`config.mk`:
```
export PLATFORM = sky130hd
export DESIGN_NAME = dig_in_debounce
export DESIGN_NICKNAME = d
export VERILOG_FILES = /design/src/rtl/dig_in_debounce.sv
export SDC_FILE = /design/constraint.sdc
export NUM_CORES = 1
export LEC_CHECK = 0
export CAP_MARGIN = 0
export CORE_ASPECT_RATIO = 1.1
export CORE_UTILIZATION = 57
export DETAILED_ROUTE_END_ITERATION = 12
export MAX_ROUTING_LAYER = met4
export PLACE_DENSITY_LB_ADDON = 0.2
export SETUP_SLACK_MARGIN = 0.15
export SLEW_MARGIN = 20
export SYNTH_ARGS = -nofsm -noshare
export SYNTH_HDL_FRONTEND = slang
export SYNTH_SLANG_ARGS = --single-unit
```
`constraint.sdc`:
```
create_clock -name iCLK -period 2.05 [get_ports iCLK]
set_input_delay 0.41 -clock iCLK [delete_from_list [all_inputs] [get_ports iCLK]]
set_output_delay 0.41 -clock iCLK [all_outputs]
set_load 0.02 [all_outputs]
```
`src/rtl/dig_in_debounce.sv`:
```
// Per-channel switch debouncer: 2-FF synchronizer, shared sample-tick prescaler and a
// per-channel stability counter; emits clean levels plus one-cycle rise/fall pulses.
module dig_in_debounce #(
    parameter int unsigned WIDTH        = 8,
    parameter int unsigned TICK_DIV     = 50000,
    parameter int unsigned STABLE_TICKS = 10,
    parameter logic        INIT         = 1'b0
) (
    input  logic             iCLK,
    input  logic             iRSTn,
    input  logic             iEN,
    input  logic [WIDTH-1:0] iRaw,
    output logic [WIDTH-1:0] oDOut,
    output logic [WIDTH-1:0] oRise,
    output logic [WIDTH-1:0] oFall,
    output logic             oChg,
    output logic             oTick
);

    localparam int unsigned PreW = (TICK_DIV > 1) ? $clog2(TICK_DIV) : 1;
    localparam int unsigned CntW = (STABLE_TICKS > 1) ? $clog2(STABLE_TICKS) : 1;
    localparam logic [PreW-1:0] PreLast = PreW'(TICK_DIV - 1);
    localparam logic [CntW-1:0] CntLast = CntW'(STABLE_TICKS - 1);

    typedef enum logic {StMatch, StPend} state_e;

    logic [WIDTH-1:0]           sync1_q, sync2_q;
    logic [PreW-1:0]            pre_q, pre_d;
    logic                       tick;
    state_e                     state_q [WIDTH];
    state_e                     state_d [WIDTH];
    logic [WIDTH-1:0][CntW-1:0] cnt_q, cnt_d;
    logic [WIDTH-1:0]           dout_q, dout_d;
    logic [WIDTH-1:0]           rise_d, fall_d;
    logic [WIDTH-1:0]           rise_q, fall_q;
    logic                       chg_q, tick_q;
    logic                       mismatch;

    assign tick = iEN && (pre_q == PreLast);

    always_comb begin
        pre_d = pre_q;
        if (iEN) begin
            pre_d = tick ? '0 : pre_q + PreW'(1);
        end
    end

    always_comb begin
        mismatch = 1'b0;
        dout_d   = dout_q;
        cnt_d    = cnt_q;
        rise_d   = '0;
        fall_d   = '0;
        for (int i = 0; i < int'(WIDTH); i++) begin
            state_d[i] = state_q[i];
            mismatch   = sync2_q[i] ^ dout_q[i];
            unique case (state_q[i])
                StMatch: begin
                    cnt_d[i] = '0;
                    if (mismatch) begin
                        state_d[i] = StPend;
                        // The tick coinciding with the first mismatch already counts.
                        if (tick) begin
                            cnt_d[i] = CntW'(1);
                        end
                    end
                end
                StPend: begin
                    if (!mismatch) begin
                        cnt_d[i]   = '0;
                        state_d[i] = StMatch;
                    end else if (tick) begin
                        if (cnt_q[i] == CntLast) begin
                            dout_d[i]  = sync2_q[i];
                            rise_d[i]  = sync2_q[i];
                            fall_d[i]  = ~sync2_q[i];
                            cnt_d[i]   = '0;
                            state_d[i] = StMatch;
                        end else begin
                            cnt_d[i] = cnt_q[i] + CntW'(1);
                        end
                    end
                end
            endcase
        end
    end

    always_ff @(posedge iCLK) begin
        if (!iRSTn) begin
            sync1_q <= {WIDTH{INIT}};
            sync2_q <= {WIDTH{INIT}};
            pre_q   <= '0;
            cnt_q   <= '0;
            dout_q  <= {WIDTH{INIT}};
            rise_q  <= '0;
            fall_q  <= '0;
            chg_q   <= 1'b0;
            tick_q  <= 1'b0;
            for (int i = 0; i < int'(WIDTH); i++) begin
                state_q[i] <= StMatch;
            end
        end else begin
            sync1_q <= iRaw;
            sync2_q <= sync1_q;
            pre_q   <= pre_d;
            cnt_q   <= cnt_d;
            dout_q  <= dout_d;
            rise_q  <= rise_d;
            fall_q  <= fall_d;
            chg_q   <= |(rise_d | fall_d);
            tick_q  <= tick;
            for (int i = 0; i < int'(WIDTH); i++) begin
                state_q[i] <= state_d[i];
            end
        end
    end

    assign oDOut = dout_q;
    assign oRise = rise_q;
    assign oFall = fall_q;
    assign oChg  = chg_q;
    assign oTick = tick_q;

endmodule

```
======== Word-level counts from Yosys, hierarchy flattened ========
Memory sizes are Yosys's and may differ from the RTL's.
Cells that the tools add are included.
word-level totals
  memories ................................ 1
  bits in writable memories ............... 8
  output and inout bits ................... 26
  flip-flop bits (word level) ............. 90
memories
  name     words  width  read ports  clocked after memory_dff  write ports  RTL line  RTL
  state_q  8      1      8           0                         8            30        state_e state_q [WIDTH];
operators by class
  reduce and logical (&&, ||, !) cells .... 10
  eq/ne operators ......................... 17
  bitwise operators ....................... 33
  $add $sub $neg .......................... 9
  muxes and demuxes ....................... 156
operators by type and width
  cell                                                              number
  4-bit 2-to-1 mux                                                  29
  1-bit 2-to-1 mux                                                  110
  4-bit one-hot mux with 2 select lines                             8
  4-bit by 1-bit adder with 4-bit output (second input constant)    8
  4-bit == test (second input constant)                             8
  4-bit AND reduction                                               8
  3-bit inequality test (second input constant)                     8
  16-bit by 1-bit adder with 16-bit output (second input constant)  1
  16-bit == test (second input constant)                            1
  16-bit 2-to-1 mux                                                 1
  1-bit NOT                                                         16
  1-bit one-hot mux with 2 select lines                             8
  1-bit bitwise OR                                                  8
  8-bit bitwise OR                                                  1
  8-bit OR reduction                                                1
  1-bit bitwise XOR                                                 8
  1-bit logical AND                                                 1

======== Longest topological paths before layout ========
  depth in word-level cells ............... 7
  mapped depth ............................ 7

======== Worst setup path before layout ========
Ideal clock, no wire load.
  path type ............................... flip-flop to flip-flop
  start point ............................. register pre_q[7]
  end point ............................... register fall_q[7], in the netlist oFall[7]
  setup time .............................. 0.087 ns
  period minus slack after synthesis ...... 1.839 ns
  cell stages (with the launch flop) ...... 6
  path buffers ............................ 1
  slack ................................... 0.211 ns
  data required time ...................... 1.963 ns
  data arrival time ....................... 1.752 ns
  cell sequence ........................... dfxtp_1 -> or4b_4 -> nor4_1 -> nand2_1 -> buf_2 -> nor4b_2
on the way
  cells in the longest elaborated chain, start to end .. 5
ends and longest elaborated chain
  what                      RTL line  RTL
  start: declaration        28        logic [PreW-1:0] pre_q, pre_d;
  start signal: assignment  105       pre_q <= pre_d;
  16-bit == test            39        assign tick = iEN && (pre_q == PreLast);
  1-bit logical AND         39
  1-bit 2-to-1 mux          72        end else if (tick) begin
  1-bit 2-to-1 mux          69        if (!mismatch) begin
  1-bit 2-to-1 mux          57        unique case (state_q[i])
  end signal: assignment    109       fall_q <= fall_d;
  end: declaration          35        logic [WIDTH-1:0] rise_q, fall_q;
No other way between the ends.
A chain may end at the register's enable or synchronous reset.

======== Final worst setup path ========
  start point ............................. register pre_q[0]
  end point ............................... register cnt_q[11] (netlist bit)
on the way
  cells in the longest elaborated chain, start to end .. 3
ends and longest elaborated chain
  what                             RTL line  RTL
  16-bit == test                   39
  1-bit logical AND                39
  3-bit inequality test (no line)  n/a
  end signal: assignment           106       cnt_q <= cnt_d;
  end: declaration                 32        logic [WIDTH-1:0][CntW-1:0] cnt_q, cnt_d;
No other way between the ends.

==> summary.txt <==
Floorplanning
  • Die area: roughly 7700 um2
  • Num ports: 37
  • Die Wd: about 84 um
  • # rows: 32
  • Die Y: 91.8 um
  • Initial core utilization: 59.3%
  • CORE AREA: 7050 um2

Synthesis
  • Yosys warns: 0
  • Number of enable flip-flop cells after synthesis: 0
  • Area leader, netlist: dfxtp_1
  • Top FF cell, synth: dfxtp_1
  • Top cells by count, synth: dfxtp_1, nand2_1, nor2_1
  • Synth top area share: between 40 and 50%
  • Post-Synth Adder-Cell Area: just over 5%
  • Register area share after synthesis: a little under half
  • Main area contributors after synthesis: dfxtp_1, ha_1, a21oi_1
  • Compound-Gate Fraction of Synth Area: 14.1%
  • Most frequent cell after synthesis: dfxtp_1
  • Synth Register Bits: 98
  • Post-Synth XOR/XNOR Area: 4.61%
  • Mapped Area: roughly 4200 um2
  • Simple-gate share of the synthesized area: about a quarter
  • Post-synthesis cell count: 449
  • Largest family of logic cells by synthesized area: simple AND/OR/NAND/NOR gates
  • Mux share of post-synthesis cell area: 0%
  • Synth Net Count: ~480
  • Asr flop ratio synth: 0%
  • Netlist cell types: 39
  • Avg Synthesized Cell Area: 9.30 um2

Worst setup path
  • Max stage delay on crit path: roughly 390 ps
  • Worst path cell trace: ha_4 -> nand4_1 -> buf_4 -> nor4_4 -> buf_4 -> buf_12 -> a41oi_2 -> a311oi_1
  • Arrival @ worst endpoint: about 2200 ps
  • Reg-to-Reg Start: pre_q[0]$_SDFFE_PN0P_
  • Worst Path Required: around 2300 ps
  • Critical path class: reg -> reg
  • FF-to-FF End: cnt_q[11]$_SDFFE_PN0P_
  • CP endpoint kind: register
  • Worst setup SP type: register
  • Worst R2R Path Depth: 8
  • Beginning of the critical path: pre_q[0]$_SDFFE_PN0P_
  • Reg-to-reg setup timing slack: 130 ps
  • Slowest cell on crit path: dfxtp_2
  • CP dominant cell by count: buf_4
  • Worst Path Max Fanout: 8

STA
  • F_max: between 0.5 and 0.6 GHz
  • Hold slack: roughly 440 ps
  • Final hold viol count: 0
  • RSZ-0062 raised after global routing: true
  • Final Max Slew Viols: 0
  • Worst slew pin tran: roughly 430 ps
  • Slew HR: 71.0%
  • Clk_skew: ~16 ps
  • Final period util: 93.8%
  • Setup violators final: 0
  • Final worst path period need: roughly 1900 ps

Power
  • Peak supply drop: just over 0.6 mV
  • Clock group share of total power: 39.0%
  • Leak Pwr: approximately 1.8 nW
  • P_sw: roughly 0.8 mW
  • Register share of total power: between 50 and 60%
  • Int Pwr: roughly 2.6 mW
  • Combinational power share: under 10%
  • Sw Ratio: roughly a quarter
  • Pwr dens: approximately 630 nW/um2
  • Total power: roughly 3.3 mW

Placement
  • GP Congestion: just under 0.9
  • DP HPWL: approximately 6500 um
  • Port buffer count: 36

Route
  • Post-DRT Antenna Nets: 0
  • Met2 wire length: between 4000 and 5000 um
  • Met3 routed WL: between 400 and 500 um
  • M1 WL: around 4400 um
  • Routed vias/inst: between 5 and 6
  • DR DRC count: 0
  • Via Count: between 3000 and 4000
  • DR pass1 iterations: 4
  • DR iter-0 viols: ~200
  • Uppermost layer routed: met4
  • Wire per inst: 16.1 um
  • Overall routed net length: approximately 9700 um

Final layout
  • Layout area overhead: 26.0%
  • NumNets Final: roughly 540
  • Layout cell share with drive strength beyond 1: between 10% and 20%
  • Ant diodes: 0

Outcome
  • Outcome: finished, final reports clean

CTS
  • CTS max path bufs: 2
  • Clock buffer count from CTS: 9
  • H-tree levels: 3
  • Hold buffers post-CTS: 0
  • CTS tree: yes
  • CTS clk-pin slew, worst paths: about 100 ps
  • CTS Root Cell: clkbuf_8
  • Clk sink count: just under 100
  • Clock latency on the worst-skew pair: between 300 and 400 ps

Min path
  • Min-delay src: sync1_q[2]$_SDFF_PN0_
  • Worst Hold Class: reg -> reg
  • Hold EP: sync2_q[2]$_SDFF_PN0_
  • Worst hold stages: 1

Global route
  • Pin count of the biggest net entering global routing: 26
  • GR Overflow Total: 0
  • Vias in the first global route: 3225
  • Total global-route track usage: approximately 25%
  • Initial antenna violation count: 0
  • First-pass GRT wire length: 15100 um

Run
  • Number of max-cap violations: 0
==> cell type report <==
cell class / count / area (um2)
Tap cell: 85 / 106
Multi-Input combinational cell: 306 / 2180
Sequential cell: 98 / 1970
Fill cell: 513 / 1790
Clock buffer: 9 / 124
Timing Repair Buffer: 69 / 698
Clock inverter: 7 / 81.3
Inverter: 27 / 101
==> power by group through the flow <==
stage,logic (mW),clock network [mW],registers [mW]
final,0.0928,1.30,1.94
after global routing,0.102,1.39,1.95
after CTS,0.0916,1.32,1.94
after detailed placement,0.0903,0,1.98
after global placement,0.0868,0,1.98
after floorplan,0.0471,0,1.98
==> sequential cells by signal, summed over array words and instances (netlist names) <==
register  flops
sync2_q       8
oRise         8
oFall         8
oTick         1
sync1_q       8
state_q       8
pre_q        16
oDOut         8
cnt_q        32
oChg          1
==> cell families after synthesis <==
kind of cell | count (synthesis)
adder cells (fa/ha/maj) | 17
flip-flops | 98
XOR/XNOR | 22
buffers and inverters | 45
AND/OR/NAND/NOR | 179
AO/OA/AOI/OAI | 88
==> cells in the final DEF (no fill, tap or decap), types with 6 or more instances in the layout <==
cell	netlist	layout
o211ai_1	7	7
buf_4	0	24
nand4_1	8	8
and3b_1	8	8
a31o_2	8	8
clkdlybuf4s50_1	0	33
nand3_1	22	22
clkbuf_8	0	9
xor2_1	10	10
xnor2_1	12	12
inv_1	27	27
dfxtp_2	0	6
o21ai_0	17	17
ha_1	17	16
dfxtp_1	98	92
a311oi_1	8	7
o41ai_1	7	7
and2_1	17	17
or3_1	8	8
nor4b_2	1	6
nor2_1	29	29
nand2_1	35	34
a21oi_1	27	26
nor4_1	15	12
or4_1	8	8
==> how the worst max path moves through the flow <==
stage	end	slack (ps)
6_report	cnt_q[11]$_SDFFE_PN0P_	130
5_1_grt	cnt_q[7]$_SDFFE_PN0P_	50
4_1_cts	cnt_q[11]$_SDFFE_PN0P_	120
3_5_place_dp	cnt_q[30]$_SDFFE_PN0P_	-200
3_3_place_gp	cnt_q[23]$_SDFFE_PN0P_	-90
2_1_floorplan	oFall[7]$_SDFF_PN0_	210
==> metal layers <==
layer	vias to the layer above	GRT usage [%]
met4	0	9.18
met5	-	-
met2	99	40.6
li1	1762	-
met1	1699	32.2
met3	13	4.05
==> repair_timing <==
item	in CTS	in global routing
buffers inserted	2	1
endpoints found under the setup margin	32	33
pin swaps	1	10
hold endpoints to repair	0	0
cloned	0	1
resized for setup	9	27
==> critical path: cells and delay by family, from the launching register on <==
kind / cells / cell delay [ps]
compound gates: 2 / 390
fa+ha+maj: 1 / 170
buf+inv: 3 / 500
flops: 1 / 390
simple gates: 2 / 380
==> stage by stage <==
step | instances | setup TNS [ps] | worst slack [ps] | instance area (um2) | util [%]
final | 601 | 0 | 127 | 5260 | 74.7
after floorplan | 449 | 0 | 211 | 4180 | -
after global placement | 581 | -1430 | -88.5 | 4830 | 68.6
after detailed placement | 581 | -3840 | -202 | 4830 | 68.6
after global routing | 601 | 0 | 54.9 | 5260 | 74.7
after CTS | 599 | 0 | 117 | 5100 | 72.4
Power figures use the tool's default switching activity.
